[src/rtl/aftab_div_pkg.sv]
// Shared op and state encodings for the AFTAB divider sequencer and its bench.
package aftab_div_pkg;

    localparam logic [1:0] OP_DIV  = 2'b00;
    localparam logic [1:0] OP_DIVU = 2'b01;
    localparam logic [1:0] OP_REM  = 2'b10;
    localparam logic [1:0] OP_REMU = 2'b11;

    typedef enum logic [1:0] {
        ST_IDLE  = 2'b00,
        ST_START = 2'b01,
        ST_WAIT  = 2'b10,
        ST_DONE  = 2'b11
    } div_state_e;

endpackage

[src/rtl/aftab_div_fixup.sv]
// Divide-by-zero / signed-overflow detection and final result selection
// (RISC-V semantics); purely combinational.
module aftab_div_fixup
    import aftab_div_pkg::*;
#(
    parameter int LEN = 32
) (
    input  logic [1:0]     op,
    input  logic [LEN-1:0] a,
    input  logic [LEN-1:0] b,
    input  logic [LEN-1:0] quotient,
    input  logic [LEN-1:0] remainder,
    output logic           special,
    output logic [LEN-1:0] result
);

    logic div_zero_s;
    logic overflow_s;
    logic op_signed_s;

    // Classify the operands and pick quotient, remainder or the fixed value.
    always_comb begin
        op_signed_s = (op == OP_DIV) || (op == OP_REM);
        div_zero_s  = (b == {LEN{1'b0}});
        overflow_s  = op_signed_s
                      && (a == {1'b1, {(LEN-1){1'b0}}})
                      && (b == {LEN{1'b1}});
        special     = div_zero_s || overflow_s;
        if (op[1] == 1'b0) begin
            if (div_zero_s) begin
                result = {LEN{1'b1}};
            end else if (overflow_s) begin
                result = a;
            end else begin
                result = quotient;
            end
        end else begin
            if (div_zero_s) begin
                result = a;
            end else if (overflow_s) begin
                result = {LEN{1'b0}};
            end else begin
                result = remainder;
            end
        end
    end

endmodule

[src/rtl/aftab_div_sequencer.sv]
// Request/response sequencer in front of a multi-cycle LEN+1 bit divider.
// Optional macro AFTAB_DIV_SPECIAL_BYPASS_EN: resolve special cases without the divider.
module aftab_div_sequencer
    import aftab_div_pkg::*;
#(
    parameter int LEN = 32
) (
    input  logic           clk,
    input  logic           rst,
    input  logic           req_valid,
    output logic           req_ready,
    input  logic [1:0]     req_op,
    input  logic [LEN-1:0] req_a,
    input  logic [LEN-1:0] req_b,
    output logic           res_valid,
    input  logic           res_ready,
    output logic [LEN-1:0] res_data,
    output logic [LEN:0]   div_dividend,
    output logic [LEN:0]   div_divisor,
    output logic           div_start,
    output logic           div_signed_flag,
    input  logic           div_ready,
    input  logic [LEN:0]   div_quotient,
    input  logic [LEN:0]   div_remainder
);

    div_state_e     state_r;
    div_state_e     next_state_s;
    logic [1:0]     op_r;
    logic [LEN-1:0] a_r;
    logic [LEN-1:0] b_r;
    logic           div_ready_q_r;
    logic           div_rise_s;
    logic           accept_s;

    logic           req_ready_r;
    logic           res_valid_r;
    logic [LEN-1:0] res_data_r;
    logic           div_start_r;
    logic [LEN:0]   div_dividend_r;
    logic [LEN:0]   div_divisor_r;
    logic           div_signed_flag_r;

    logic           req_ready_nxt_s;
    logic           res_valid_nxt_s;
    logic           div_start_nxt_s;
    logic           res_load_s;

    logic [1:0]     fix_op_s;
    logic [LEN-1:0] fix_a_s;
    logic [LEN-1:0] fix_b_s;
    logic           fix_special_s;
    logic [LEN-1:0] fix_result_s;
    logic           unused_s;

    function automatic logic [LEN:0] extend(input logic [LEN-1:0] v, input logic zext);
        return zext ? {1'b0, v} : {v[LEN-1], v};
    endfunction

    assign accept_s   = req_valid && req_ready_r;
    assign div_rise_s = div_ready && !div_ready_q_r;
    assign unused_s   = ^{div_quotient[LEN], div_remainder[LEN]};

`ifdef AFTAB_DIV_SPECIAL_BYPASS_EN
    // In IDLE the fixup classifies the incoming request so it can skip the divider.
    assign fix_op_s = (state_r == ST_IDLE) ? req_op : op_r;
    assign fix_a_s  = (state_r == ST_IDLE) ? req_a  : a_r;
    assign fix_b_s  = (state_r == ST_IDLE) ? req_b  : b_r;
`else
    assign fix_op_s = op_r;
    assign fix_a_s  = a_r;
    assign fix_b_s  = b_r;
`endif

    aftab_div_fixup #(.LEN(LEN)) u_fixup (
        .op        (fix_op_s),
        .a         (fix_a_s),
        .b         (fix_b_s),
        .quotient  (div_quotient[LEN-1:0]),
        .remainder (div_remainder[LEN-1:0]),
        .special   (fix_special_s),
        .result    (fix_result_s)
    );

    // State register; reset wins over every other event.
    always_ff @(posedge clk) begin
        if (rst) begin
            state_r <= ST_IDLE;
        end else begin
            state_r <= next_state_s;
        end
    end

    // Next-state logic.
    always_comb begin
        next_state_s = state_r;
        case (state_r)
            ST_IDLE: begin
                if (accept_s) begin
`ifdef AFTAB_DIV_SPECIAL_BYPASS_EN
                    if (fix_special_s) begin
                        next_state_s = ST_DONE;
                    end else begin
                        next_state_s = ST_START;
                    end
`else
                    next_state_s = ST_START;
`endif
                end else begin
                    next_state_s = ST_IDLE;
                end
            end
            ST_START: next_state_s = ST_WAIT;
            ST_WAIT: begin
                if (div_rise_s) begin
                    next_state_s = ST_DONE;
                end else begin
                    next_state_s = ST_WAIT;
                end
            end
            ST_DONE: begin
                if (res_ready) begin
                    next_state_s = ST_IDLE;
                end else begin
                    next_state_s = ST_DONE;
                end
            end
            default: next_state_s = ST_IDLE;
        endcase
    end

    // Output decode from the next state so that the handshake outputs are registered.
    always_comb begin
        req_ready_nxt_s = (next_state_s == ST_IDLE);
        res_valid_nxt_s = (next_state_s == ST_DONE);
        div_start_nxt_s = (next_state_s == ST_START);
        res_load_s      = (next_state_s == ST_DONE) && (state_r != ST_DONE);
    end

    // Operand capture, divider drive, result latch and div_ready edge history.
    always_ff @(posedge clk) begin
        if (rst) begin
            req_ready_r       <= 1'b1;
            res_valid_r       <= 1'b0;
            res_data_r        <= {LEN{1'b0}};
            div_start_r       <= 1'b0;
            div_dividend_r    <= {(LEN+1){1'b0}};
            div_divisor_r     <= {(LEN+1){1'b0}};
            div_signed_flag_r <= 1'b0;
            op_r              <= 2'b00;
            a_r               <= {LEN{1'b0}};
            b_r               <= {LEN{1'b0}};
            div_ready_q_r     <= 1'b0;
        end else begin
            req_ready_r   <= req_ready_nxt_s;
            res_valid_r   <= res_valid_nxt_s;
            div_start_r   <= div_start_nxt_s;
            div_ready_q_r <= div_ready;
            if (accept_s) begin
                op_r              <= req_op;
                a_r               <= req_a;
                b_r               <= req_b;
                div_dividend_r    <= extend(req_a, req_op[0]);
                div_divisor_r     <= extend(req_b, req_op[0]);
                div_signed_flag_r <= ~req_op[0];
            end
            if (res_load_s) begin
                res_data_r <= fix_result_s;
            end
        end
    end

    assign req_ready       = req_ready_r;
    assign res_valid       = res_valid_r;
    assign res_data        = res_data_r;
    assign div_start       = div_start_r;
    assign div_dividend    = div_dividend_r;
    assign div_divisor     = div_divisor_r;
    assign div_signed_flag = div_signed_flag_r;

endmodule

[config.mk]
export PLATFORM = sky130hd
export DESIGN_NAME = aftab_div_sequencer
export DESIGN_NICKNAME = d
export VERILOG_FILES = /design/src/rtl/aftab_div_pkg.sv /design/src/rtl/aftab_div_fixup.sv /design/src/rtl/aftab_div_sequencer.sv
export SDC_FILE = /design/constraint.sdc
export NUM_CORES = 1
export LEC_CHECK = 0
export CAP_MARGIN = 20
export CORE_ASPECT_RATIO = 1.4
export CORE_UTILIZATION = 40
export CTS_CLUSTER_DIAMETER = 200
export CTS_CLUSTER_SIZE = 14
export DETAILED_ROUTE_END_ITERATION = 8
export PLACE_DENSITY = 0.81
export SLEW_MARGIN = 5
export SYNTH_ARGS = -nofsm -noshare
export SYNTH_HDL_FRONTEND = slang
export SYNTH_SLANG_ARGS = --single-unit
[constraint.sdc]
create_clock -name clk -period 3 [get_ports clk]
set_clock_uncertainty 0.2 [all_clocks]
set_input_delay 0.3 -clock clk [delete_from_list [all_inputs] [get_ports clk]]
set_output_delay 0.3 -clock clk [all_outputs]
set_load 0.01 [all_outputs]
# Word-level counts from Yosys, hierarchy flattened
# Index checks and enable logic that the tools add are counted.
[classes] bitwise_logic=1 n_reduce_logical=11 n_mux=11 n_eq_ne=9
[ops] operator="32-bit 2-to-1 mux" count=5
[ops] operator="33-bit 2-to-1 mux" count=2
[ops] operator="32-bit equality test, second input constant" count=2
[ops] operator="32-bit logical NOT" count=1
[ops] operator="2-bit equality test, second input constant" count=4
[ops] operator="2-bit case mux with 4 select lines" count=1
[ops] operator="2-bit logical NOT" count=3
[ops] operator="1-bit logical AND" count=5
[ops] operator="2-bit by 1-bit equality test with 1-bit output, second input constant" count=2
[ops] operator="1-bit 2-to-1 mux" count=2
[ops] operator="2-bit 2-to-1 mux" count=1
[ops] operator="2-bit != test, second input constant" count=1
[ops] operator="1-bit logical NOT" count=1
[ops] operator="1-bit logical OR" count=1
[ops] operator="1-bit NOT" count=1
[totals] word_cells=44 out_inout_bits=102 reg_bits=171 in_bits=137

# Longest topological paths before layout
# Gate-level depths: netlist (run 1).
[depth] depth_word=7 ltp_mapped=8

# Cells and area by module
# Synthesis (run 1) repeated with hierarchy kept, for this count alone.
[hier_totals] cells_unflattened=617 area_unflattened_um2=4872.2
[by_module_without_submodules] mod="aftab_div_sequencer" area_each_um2=3744.8 cells_each=459 n_inst=1
[by_module_without_submodules] mod="aftab_div_fixup" area_each_um2=1127.3 cells_each=158 n_inst=1

# Least setup slack after synthesis (run 1)
# OpenSTA, ideal clock, no wires.
[synth_path] path_kind="register -> register" from="reg b_r[17]" to="reg res_data_r[16] (netlist: res_data[16])" path_stages_with_launch=8 n_path_buf=1 required_time_ps=2683 arrival_ps=2208 setup_slack_ps=475 cell_sequence="dfxtp_1 nand2_1 or4_1 or4_4 nor4_4 buf_6 o211ai_1 a32o_1"
[synth_via] elab_chain_len=5 word_cells_on_any_way=8 classes_between="1 x eq/ne; 5 x mux; 2 x reduce/logical"
[synth_rtl] element="start: declaration" line_no="aftab_div_sequencer.sv:31" text="logic [LEN-1:0] b_r;"
[synth_rtl] element="start signal: assignment" line_no="aftab_div_sequencer.sv:152" text="b_r <= {LEN{1'b0}};"
[synth_rtl] element="start signal: assignment" line_no="aftab_div_sequencer.sv:162" text="b_r <= req_b;"
[synth_rtl] element="32-bit equality test" line_no="aftab_div_fixup.sv:27" text="&& (b == {LEN{1'b1}});"
[synth_rtl] element="1-bit logical AND" line_no="aftab_div_fixup.sv:27"
[synth_rtl] element="32-bit 2-to-1 mux (on tied branches)" line_no="aftab_div_fixup.sv:32, aftab_div_fixup.sv:40"
[synth_rtl] element="32-bit 2-to-1 mux (on tied branches)" line_no="aftab_div_fixup.sv:30, aftab_div_fixup.sv:38"
[synth_rtl] element="32-bit 2-to-1 mux *" line_no="aftab_div_fixup.sv:29" text="if (op[1] == 1'b0) begin"
[synth_rtl] element="end signal: assignment" line_no="aftab_div_sequencer.sv:145" text="res_data_r <= {LEN{1'b0}};"
[synth_rtl] element="end signal: assignment" line_no="aftab_div_sequencer.sv:168" text="res_data_r <= fix_result_s;"
[synth_rtl] element="end: declaration" line_no="aftab_div_sequencer.sv:38" text="logic [LEN-1:0] res_data_r;"
# Every way passes the cells marked *; elsewhere a longest branch is shown, timed or not.
# A chain may end at the register's enable or synchronous reset.

# Worst setup path after layout (run 1)
[layout_path] from="reg a_r[9]" to="reg res_data_r[1] (netlist: res_data[1])"
[layout_via] elab_chain_len=6 word_cells_on_any_way=8 classes_between="1 x eq/ne; 5 x mux; 2 x reduce/logical"
[layout_rtl] element="start: declaration" line_no="aftab_div_sequencer.sv:30" text="logic [LEN-1:0] a_r;"
[layout_rtl] element="start signal: assignment" line_no="aftab_div_sequencer.sv:151" text="a_r <= {LEN{1'b0}};"
[layout_rtl] element="start signal: assignment" line_no="aftab_div_sequencer.sv:161" text="a_r <= req_a;"
[layout_rtl] element="32-bit equality test *" line_no="aftab_div_fixup.sv:26" text="&& (a == {1'b1, {(LEN-1){1'b0}}})"
[layout_rtl] element="1-bit logical AND *" line_no="aftab_div_fixup.sv:26"
[layout_rtl] element="1-bit logical AND *" line_no="aftab_div_fixup.sv:27"
[layout_rtl] element="32-bit 2-to-1 mux (on tied branches)" line_no="aftab_div_fixup.sv:32, aftab_div_fixup.sv:40"
[layout_rtl] element="32-bit 2-to-1 mux (on tied branches)" line_no="aftab_div_fixup.sv:30, aftab_div_fixup.sv:38"
[layout_rtl] element="32-bit 2-to-1 mux *" line_no="aftab_div_fixup.sv:29"
# Marks and branches as above.

==> summary.md, run 1 <==
| Metric | Value |
|---|---|
| Most used flip-flop cell after synthesis | dfxtp_1 |
| Hold Vio Cnt, Final | 0 |
| Worst slew pin tran | 0.7666 ns |
| Initial DRC count | 200 |
| Critical path class | reg -> reg |
| Critical path buffers and inverters | 3 |
| Pwr Density | 515.5 nW/µm² |
| Internal Pwr Total | 2.823 mW |
| Cell with the most instances after synthesis | nand2_1 |
| Clock sinks | 107 |
| Pre-antenna DRT Iters | 5 |
| Reg-to-reg critical path endpoint | res_data[1] |
| CTS max path bufs | 2 |
| Critical Path Fanout Max | 34 |
| Highest Clock Rate | 350.1 MHz |
| Reg-to-reg startpoint | a_r[9] |
| Std-Cell Rows | 46 |
| Chip height | 129.2 µm |
| I/O pin total | 239 |
| Register area share after synthesis | 0.4637 |
| Max-capacitance violation count | 0 |
| Final Max Tran Viols | 0 |
| Final WL | 16330 µm |
| NetSw | 1.014 mW |
| Yosys warns | 0 |
| Mapped Area | 4619 µm² |
| Post-synthesis cell type count | 36 |
| Crit path DAT | 2.89 ns |
| Tmin final | 2.857 ns |
| Metal2 WL | 8350 µm |
| P&R area growth vs syn | 61.13% |
| Crit. End Element | flip-flop |
| FILL cells | 964 |
| CP Launch Type | flip-flop |
| Dpl ws | -0.02196 ns |
| Clock share of power | 0.355 |
| Sw Share | 0.2642 |
| Dominant cells by area after synthesis | dfxtp_1 46%, nand2_1 16%, a21oi_1 7.7% |
| CTS root buffer | clkbuf_16 |
| Largest net degree at the start of global routing | 75 |
| Crit-path cells | nor4_2, buf_4, nand4_1, or4_4, nor4_4, buf_12, a21boi_2, buf_12, a32o_1 |
| FF-to-FF path depth | 9 |
| IR drop worst, VDD | 315.1 µV |
| Syn Nets | 717 |
| Tot Pwr | 3.837 mW |
| Vias | 5184 |
| RePlAce Congestion | 0.8394 |
| Synth top area share | 0.4637 |
| Core area | 11280 µm² |
| Setup violators final | 0 |
| Synth Instances | 580 |
| Logic pwr share | 0.219 |
| Synth top cells by count | 203 x nand2_1, 107 x dfxtp_1, 71 x a21oi_1 |
| Outcome | finished clean |
| IO buf count | 236 |
| Hold Path Depth | 2 |
| Hold endpoint | res_data[31] |
| CTS Buf Count | 9 |
| Required @ worst endpoint | 3.03 ns |
| Seq pwr share | 0.426 |
| ANT nets after route | 0 |
| Max incr delay on CP | 0.57 ns |
| Gr usage total | 0.2723 |
| Die Area | 11990 µm² |
| R2r setup slk | 0.14 ns |
| DRC | 0 |
| Final worst setup slack | 0.1433 ns |
| M1 WL | 6060 µm |
| Register bit total from synthesis | 107 |
| Worst-path clk slew | 0.07 ns |
| Static Leak | 2.693 nW |
| Hold wc startpoint | rst |
| First-pass GRT wire length | 25670 µm |
| Clock tree from TritonCTS | yes |
| N_diodes | 0 |
| # nets final | 926 |
| Cts hold-fix bufs | 0 |
| CP max stage cell | or4_4 |
| Largest area contributor in the netlist | dfxtp_1 |
| Crit-path leading delay family | simple AND/OR/NAND/NOR gates |
| Avg Inst Size Synth | 7.965 µm² |
| H-tree depth | 3 |
| Vias in the first global route | 5140 |
| Uppermost layer routed | met4 |
| Hold Path Class | in -> reg |
| Rel. slew slack | 0.4890 |
| Clk Latency, worst-skew pair | 0.34 ns |
| Detailed Place HPWL | 12030 µm |
| Post-synth ARST share | 0 |
| Most frequent CP cell | buf_12 |
| Post-synth EDFFs | 0 |
| Total grt overflow | 0 |
| Share of layout cells above drive strength 1 | 0.05164 |
| Wire per inst | 17.41 µm |
| Die width | 92.83 µm |
| Initial antenna violation count | 0 |
| Initial core utilization | 0.4095 |
| Post-cts sizing count | 1 |
| Wire length on met3 | 1083 µm |
| Post-CTS Setup Bufs | 0 |
| Fin crit share | 0.9522 |
| Routed vias/inst | 5.527 |
| RSZ-0062 raised after global routing | no |
-- state kept, by name (all words and copies together) (netlist names) --
name / flops
req_ready: 1
fix_op_s: 2
div_signed_flag: 1
a_r: 31
div_start: 1
state_r: 2
res_data: 32
res_valid: 1
div_dividend: 2
div_divisor: 2
div_ready_q_r: 1
b_r: 31
-- how the worst max path moves through the flow --
stage	startpoint	to	slack, ns	cells past startpoint
after floorplan	b_r[17]	res_data[16]	0.47	7
after global placement	a_r[9]	res_data[1]	-0.05	9
after detailed placement	a_r[9]	res_data[1]	-0.02	9
after CTS	a_r[9]	res_data[1]	0.07	9
after global routing	a_r[9]	res_data[1]	0.04	9
final	a_r[9]	res_data[1]	0.14	9
-- metal layers --
metal  GRT usage  up-vias
met1      0.3041     2422
met3     0.05692       56
met5           0        -
li1            -     2465
met2      0.4771      241
met4      0.1566        0
-- layout make-up --
class | instances | area [µm²] | area share
Clock buffer | 10 | 239.0 | 0.03211
Tap cell | 144 | 180.2 | 0.02421
Timing Repair Buffer | 248 | 2510 | 0.3372
Clock inverter | 6 | 112.6 | 0.01513
Multi-Input combinational cell | 421 | 2251 | 0.3024
Sequential cell | 107 | 2143 | 0.2879
Inverter | 2 | 7.507 | 0.001009
-- kinds of logic after synthesis --
logic type	synth area share
and+or+nand+nor	0.2768
AOI/OAI and AO/OA	0.2061
DFF	0.4637
buffers and inverters	0.05336
-- cell usage in the layout (no fill, tap or decap), types with 7 or more instances in the layout --
cell type,count
clkdlybuf4s50_1,235
nand2_1,202
dfxtp_1,106
a21oi_1,71
or3_1,31
a32o_1,31
o211ai_1,29
nor4_1,14
nand4_1,9
clkbuf_16,9
buf_4,7
-- power groups by stage --
stage	Sequential [mW]	Combinational, mW	Clock (mW)
6_report	1.63	0.842	1.36
3_3_place_gp	1.66	0.824	0
2_1_floorplan	1.68	0.326	0
5_1_grt	1.65	0.914	1.45
4_1_cts	1.63	0.848	1.38
3_5_place_dp	1.66	0.840	0
-- through the flow --
| step | TNS (ns) | std cells | utilization | cell area, µm² | hold WS, ns |
|---|---|---|---|---|---|
| 3_3_place_gp | -0.5205 | 922 | 0.6281 | 7086 | 0.2405 |
| 6_report | 0 | 938 | 0.6598 | 7443 | 0.02019 |
| 4_1_cts | 0 | 938 | 0.6598 | 7443 | 0.005674 |
| 2_1_floorplan | 0 | 580 | - | 4619 | 0.1895 |
| 3_5_place_dp | -0.02196 | 922 | 0.6281 | 7086 | 0.2500 |
| 5_1_grt | 0 | 938 | 0.6598 | 7443 | 0.03460 |
(Power assumes the default switching activity.)
==> inputs of run 2 (changes only) <==
--- a/config.mk
+++ b/config.mk
@@ -12,6 +12,8 @@
 export CTS_CLUSTER_SIZE = 14
 export DETAILED_ROUTE_END_ITERATION = 8
 export PLACE_DENSITY = 0.81
+export REMOVE_ABC_BUFFERS = 1
+export SETUP_SLACK_MARGIN = 0.15
 export SLEW_MARGIN = 5
 export SYNTH_ARGS = -nofsm -noshare
 export SYNTH_HDL_FRONTEND = slang
==> constraint.sdc (replaced) <==
create_clock -name clk -period 3.2 [get_ports clk]
set_clock_uncertainty 0.2 [all_clocks]
set_input_delay 0.32 -clock clk [delete_from_list [all_inputs] [get_ports clk]]
set_output_delay 0.32 -clock clk [all_outputs]
set_load 0.01 [all_outputs]
==> run 2 against run 1 <==
  * The flow now finishes with violations (design-rule violations)
  * Design area shrank 1.5%
  * Largest cell class unchanged
  * Power shrank 11%
  * First-iteration DRC count grew 33%
  * Clock-buffer cell count grew 1
  * Routed wire length shrank 1.9%
  * Largest power group unchanged
==> summary.md, run 2 (synthesis gave the netlist of run 1 again) <==
| Metric | Value |
|---|---|
| Final Max Tran Viols | 0 |
| Vias in the first global route | 5055 |
| Commonest non-fill, non-tap cells in the layout | 235 x clkdlybuf4s50_1, 202 x nand2_1, 106 x dfxtp_1, 71 x a21oi_1 |
| Worst slew pin tran | 0.6790 ns |
| H-tree depth | 3 |
| P&R area growth vs syn | 58.67% |
| Pre-antenna DRT Iters | 8 |
| Max-capacitance violation count | 0 |
| Final WL | 16020 µm |
| Wire per inst | 17.10 µm |
| Setup TNS | 0 ns |
| Pwr Density | 464.2 nW/µm² |
| CTS Buf Count | 9 |
| First-pass GRT wire length | 25000 µm |
| Clk Latency, worst-skew pair | 0.34 ns |
| CTS max path bufs | 2 |
| Max FFs per register | 32 |
| Die Area | 11990 µm² |
| Gr usage total | 0.2637 |
| Finished Cell Area | 7330 µm² |
| Hold Vio Cnt, Final | 0 |
| N_diodes | 0 |
| Tmin final | 2.836 ns |
| IR drop worst, VDD | 303.4 µV |
| Std-Cell Rows | 46 |
| Commonest non-fill, non-tap cell in the layout | clkdlybuf4s50_1 |
| Largest net degree at the start of global routing | 52 |
| Fin crit share | 0.8864 |
| Crit path DAT | 2.86 ns |
| CTS root buffer | clkbuf_16 |
| Chip height | 129.2 µm |
| Post-CTS Setup Bufs | 0 |
| Rel. slew slack | 0.5474 |
| RSZ-0062 raised after global routing | no |
| Die width | 92.83 µm |
| I/O pin total | 239 |
| Share of layout cells above drive strength 1 | 0.04792 |
| DRC | 4 |
| ANT nets after route | 0 |
| Dpl cell area | 7036 µm² |
| Critical Path Fanout Max | 19 |
| Setup violators final | 0 |
| Core area | 11280 µm² |
| Failing checks | design-rule violations |
| Outcome | complete, but fails checks |
| Static Leak | 2.648 nW |
| FILL cells | 977 |
| Crit. End Element | flip-flop |
| Highest Clock Rate | 352.6 MHz |
| Fin Hold WS | 0.2577 ns |
| Cts hold-fix bufs | 0 |
| IO buf count | 236 |
| CP Launch Type | flip-flop |
| Critical path class | reg -> reg |
| Initial antenna violation count | 0 |
| Initial DRC count | 266 |
| Initial core utilization | 0.4095 |
| Total grt overflow | 0 |
| Routed vias/inst | 5.473 |
| Hold Path Class | in -> reg |
| Clock tree from TritonCTS | yes |
| Post-cts sizing count | 0 |
| Vias | 5128 |
| Detailed Place HPWL | 11640 µm |
| Clock sinks | 107 |
| Worst-path clk slew | 0.07 ns |
| RePlAce Congestion | 0.8141 |
| Required @ worst endpoint | 3.23 ns |
| # nets final | 926 |
-- run 2: final timing paths --
path / slack, ns / to / cells after the start / start
setup reg to reg: 0.36 / res_data[4] / 7 / a_r[9]
hold reg to reg: 0.26 / div_dividend[32] / 2 / div_dividend[32]
setup / recovery: 0.36 / res_data[4] / 7 / a_r[9]
hold / removal: 0.26 / div_ready_q_r / 2 / rst
-- run 2: routing by layer --
layer  GRT usage  wire length (µm)  up-vias
met5           0                 0        -
met4      0.1267               470        0
met3     0.05692              1139       32
met2      0.4758              8192      219
met1      0.2917              6220     2414
li1            -                 -     2463
-- run 2: critical path, stage by stage, from the launching register on --
cell      delay [ns]
dfxtp_1         0.34
nor4_1          0.41
nand4_1         0.22
or4_4           0.59
nor4_4          0.21
buf_4           0.31
o211ai_1        0.14
a32o_1          0.30
-- run 2: power breakdown --
group	switching (mW)	leakage (nW)	internal (mW)	total, mW
registers	0.102	0.875	1.43	1.53
logic	0.354	1.63	0.420	0.774
clock network	0.474	0.142	0.624	1.10
-- run 2: area by class of cell --
class	count	area, µm²	area share
multi-input cells	421	2245	0.3062
clock buffers	11	242.7	0.03312
flip-flops and latches	107	2143	0.2924
inverters	2	7.507	0.001024
clock inverters	4	51.30	0.006999
repair buffers	248	2460	0.3356
well taps	144	180.2	0.02458
-- run 2: stage by stage --
| stage | utilization | power, mW | setup slack, ns | cells |
|---|---|---|---|---|
| final | 0.6497 | 3.403 | 0.3636 | 937 |
| after global routing | 0.6497 | 3.555 | 0.2287 | 937 |
| after CTS | 0.6497 | 3.423 | 0.3271 | 937 |
| after detailed placement | 0.6237 | 2.332 | 0.3414 | 922 |
| after global placement | 0.6237 | 2.311 | 0.3992 | 922 |
| after floorplan | - | 1.844 | -0.5912 | 530 |
==> inputs of run 3 (changes only) <==
--- a/config.mk
+++ b/config.mk
@@ -5,13 +5,15 @@
 export SDC_FILE = /design/constraint.sdc
 export NUM_CORES = 1
 export LEC_CHECK = 0
+export ABC_AREA = 1
 export CAP_MARGIN = 20
 export CORE_ASPECT_RATIO = 1.4
-export CORE_UTILIZATION = 40
-export CTS_CLUSTER_DIAMETER = 200
+export CORE_UTILIZATION = 42
+export CTS_BUF_LIST = sky130_fd_sc_hd__clkbuf_16
+export CTS_CLUSTER_DIAMETER = 30
 export CTS_CLUSTER_SIZE = 14
 export DETAILED_ROUTE_END_ITERATION = 8
-export PLACE_DENSITY = 0.81
+export PLACE_DENSITY = 0.82
 export REMOVE_ABC_BUFFERS = 1
 export SETUP_SLACK_MARGIN = 0.15
 export SLEW_MARGIN = 5
==> run 3 against run 2 <==
  * The run now ends clean
  * Maximum frequency grew 21%
  * Routed wire length grew 3.0%
  * Combinational power grew 26%
  * Design area grew 7.0%
  * First-iteration DRC count shrank 1.5%
  * Global-route usage shrank 0.32 points
  * Worst setup slack gained 0.49 ns
  * Clock power is essentially flat
  * Via count grew 13%
  * Largest cell class is now multi-input gates
  * Highest routed layer unchanged
==> summary.md, run 3 <==
| Metric | Value |
|---|---|
| First-pass GRT wire length | 25760 µm |
| Critical path class | reg -> reg |
| Worst-path clk slew | 0.07 ns |
| Die Area | 12690 µm² |
| Max FFs per register | 32 |
| Highest Clock Rate | 426.8 MHz |
| Vias | 5806 |
| Initial antenna violation count | 0 |
| Critical Path Fanout Max | 24 |
| Pwr Density | 467.6 nW/µm² |
| Synth top cells by count | 213 x nand2_1, 207 x nor2_1, 107 x dfxtp_1 |
| Clock sinks | 107 |
| CTS root buffer | clkbuf_16 |
| DRC | 0 |
| Mapped Area | 5141 µm² |
| Clk Latency, worst-skew pair | 0.34 ns |
| Crit-path cells | nor2_1, nand2_1, nor2_1, nand2_1, nor2_4, buf_4, nor2_1, nand2_1, nand2_1, nand3_1, a21oi_1 |
| Avg Inst Size Synth | 6.254 µm² |
| IR drop worst, VDD | 277.6 µV |
| Static Leak | 3.382 nW |
| Dominant cells by area after synthesis | dfxtp_1 42%, nand2_1 16%, nor2_1 15% |
| Hold Vio Cnt, Final | 0 |
| Std-Cell Rows | 47 |
| Most used flip-flop cell after synthesis | dfxtp_1 |
| Register bit total from synthesis | 107 |
| Setup violators final | 0 |
| Hold Path Class | reg -> reg |
| Tmin final | 2.343 ns |
| Clock tree from TritonCTS | yes |
| Post-synthesis cell type count | 20 |
| Crit path DAT | 2.34 ns |
| CP Launch Type | flip-flop |
| Wire per inst | 13.96 µm |
| Crit. End Element | flip-flop |
| N_diodes | 0 |
| Total grt overflow | 0 |
| Routed vias/inst | 4.908 |
| P&R area growth vs syn | 52.57% |
| I/O pin total | 239 |
| Required @ worst endpoint | 3.20 ns |
| Fin crit share | 0.7322 |
| Post-synth ARST share | 0 |
| ANT nets after route | 0 |
| Die width | 95.51 µm |
| FILL cells | 1078 |
| Yosys warns | 0 |
| RSZ-0062 raised after global routing | no |
| Commonest non-fill, non-tap cell in the layout | clkdlybuf4s50_1 |
| RePlAce Congestion | 0.8114 |
| Setup TNS | 0 ns |
| Register area share after synthesis | 0.4166 |
| Chip height | 132.9 µm |
| Largest area contributor in the netlist | dfxtp_1 |
| FF-to-FF path depth | 11 |
| Cell with the most instances after synthesis | nand2_1 |
| Pre-antenna DRT Iters | 5 |
| Post-cts sizing count | 0 |
| CTS max path bufs | 2 |
| Fin Hold WS | 0.2633 ns |
| Final WL | 16510 µm |
| Synth Instances | 822 |
| Share of layout cells above drive strength 1 | 0.03571 |
| CTS Buf Count | 9 |
| Post-CTS Setup Bufs | 0 |
| Initial DRC count | 262 |
| Max-capacitance violation count | 0 |
| Detailed Place HPWL | 11320 µm |
| Vias in the first global route | 5410 |
| Rel. slew slack | 0.3914 |
| Synth top area share | 0.4166 |
| Final Max Tran Viols | 0 |
| Dpl ws | 0.8851 ns |
| # nets final | 1168 |
| Post-synth EDFFs | 0 |
| Gr usage total | 0.2605 |
| Max incr delay on CP | 0.50 ns |
| Outcome | finished clean |
| Initial core utilization | 0.4328 |
| Hold Path Depth | 2 |
| Worst slew pin tran | 0.9116 ns |
| IO buf count | 236 |
| CP max stage cell | nor2_4 |
| H-tree depth | 3 |
| Commonest non-fill, non-tap cells in the layout | 235 x clkdlybuf4s50_1, 212 x nand2_1, 206 x nor2_1, 107 x dfxtp_1, 74 x a21oi_1 |
| Final worst setup slack | 0.8569 ns |
| Most frequent CP cell | nand2_1 |
| Core area | 11880 µm² |
| Cts hold-fix bufs | 0 |
| Largest net degree at the start of global routing | 77 |
## run 3: worst paths after layout
| path | from | endpoint | slack [ns] |
|---|---|---|---|
| max | b_r[20] | res_data[8] | 0.86 |
| min | res_data[31] | res_data[31] | 0.26 |
| max reg2reg | b_r[20] | res_data[8] | 0.86 |
| min reg2reg | res_data[31] | res_data[31] | 0.26 |
## run 3: per-layer routing
layer  up-vias  global-route usage  share of wire
li1       2978                   -              -
met1      2545              0.2924           0.38
met2       244              0.4599           0.51
met3        39             0.05460          0.075
met4         0              0.1186          0.035
met5         -                   0              0
## run 3: kinds of logic (layout without fill, tap and decap cells)
logic type / after synthesis / after routing / synth area share
simple gates: 467 / 467 / 0.3585
flops: 107 / 107 / 0.4166
compound gates: 139 / 139 / 0.1356
buf+inv: 109 / 323 / 0.08932
## run 3: layout make-up
| class | count | area [µm²] | share of cell area |
|---|---|---|---|
| Clock buffer | 9 | 225.2 | 0.02871 |
| Clock inverter | 7 | 73.82 | 0.009411 |
| Timing Repair Buffer | 248 | 2447 | 0.3120 |
| Inverter | 59 | 221.5 | 0.02823 |
| Sequential cell | 107 | 2142 | 0.2731 |
| Multi-Input combinational cell | 606 | 2550 | 0.3251 |
| Tap cell | 147 | 183.9 | 0.02345 |
## run 3: per-stage QoR
step / cells / area [µm²] / utilization / total power, mW
2_1_floorplan: 772 / 4903 / - / 2.025
3_3_place_gp: 1167 / 7545 / 0.6351 / 2.560
3_5_place_dp: 1167 / 7545 / 0.6351 / 2.573
4_1_cts: 1183 / 7844 / 0.6603 / 3.698
5_1_grt: 1183 / 7844 / 0.6603 / 3.888
6_report: 1183 / 7844 / 0.6603 / 3.668
## run 3: report_power, final
| part | leakage [nW] | switching, mW | internal, mW |
|---|---|---|---|
| clock | 0.147 | 0.511 | 0.613 |
| sequential | 0.880 | 0.113 | 1.46 |
| combinational | 2.36 | 0.471 | 0.501 |
| total | 3.38 | 1.10 | 2.57 |
## run 3: critical path: cells and delay by family, from the launching register on
kind | cells | cell delay [ns]
AOI/OAI and AO/OA | 1 | 0.07
and+or+nand+nor | 9 | 1.19
buffers and inverters | 1 | 0.38
DFF | 1 | 0.34
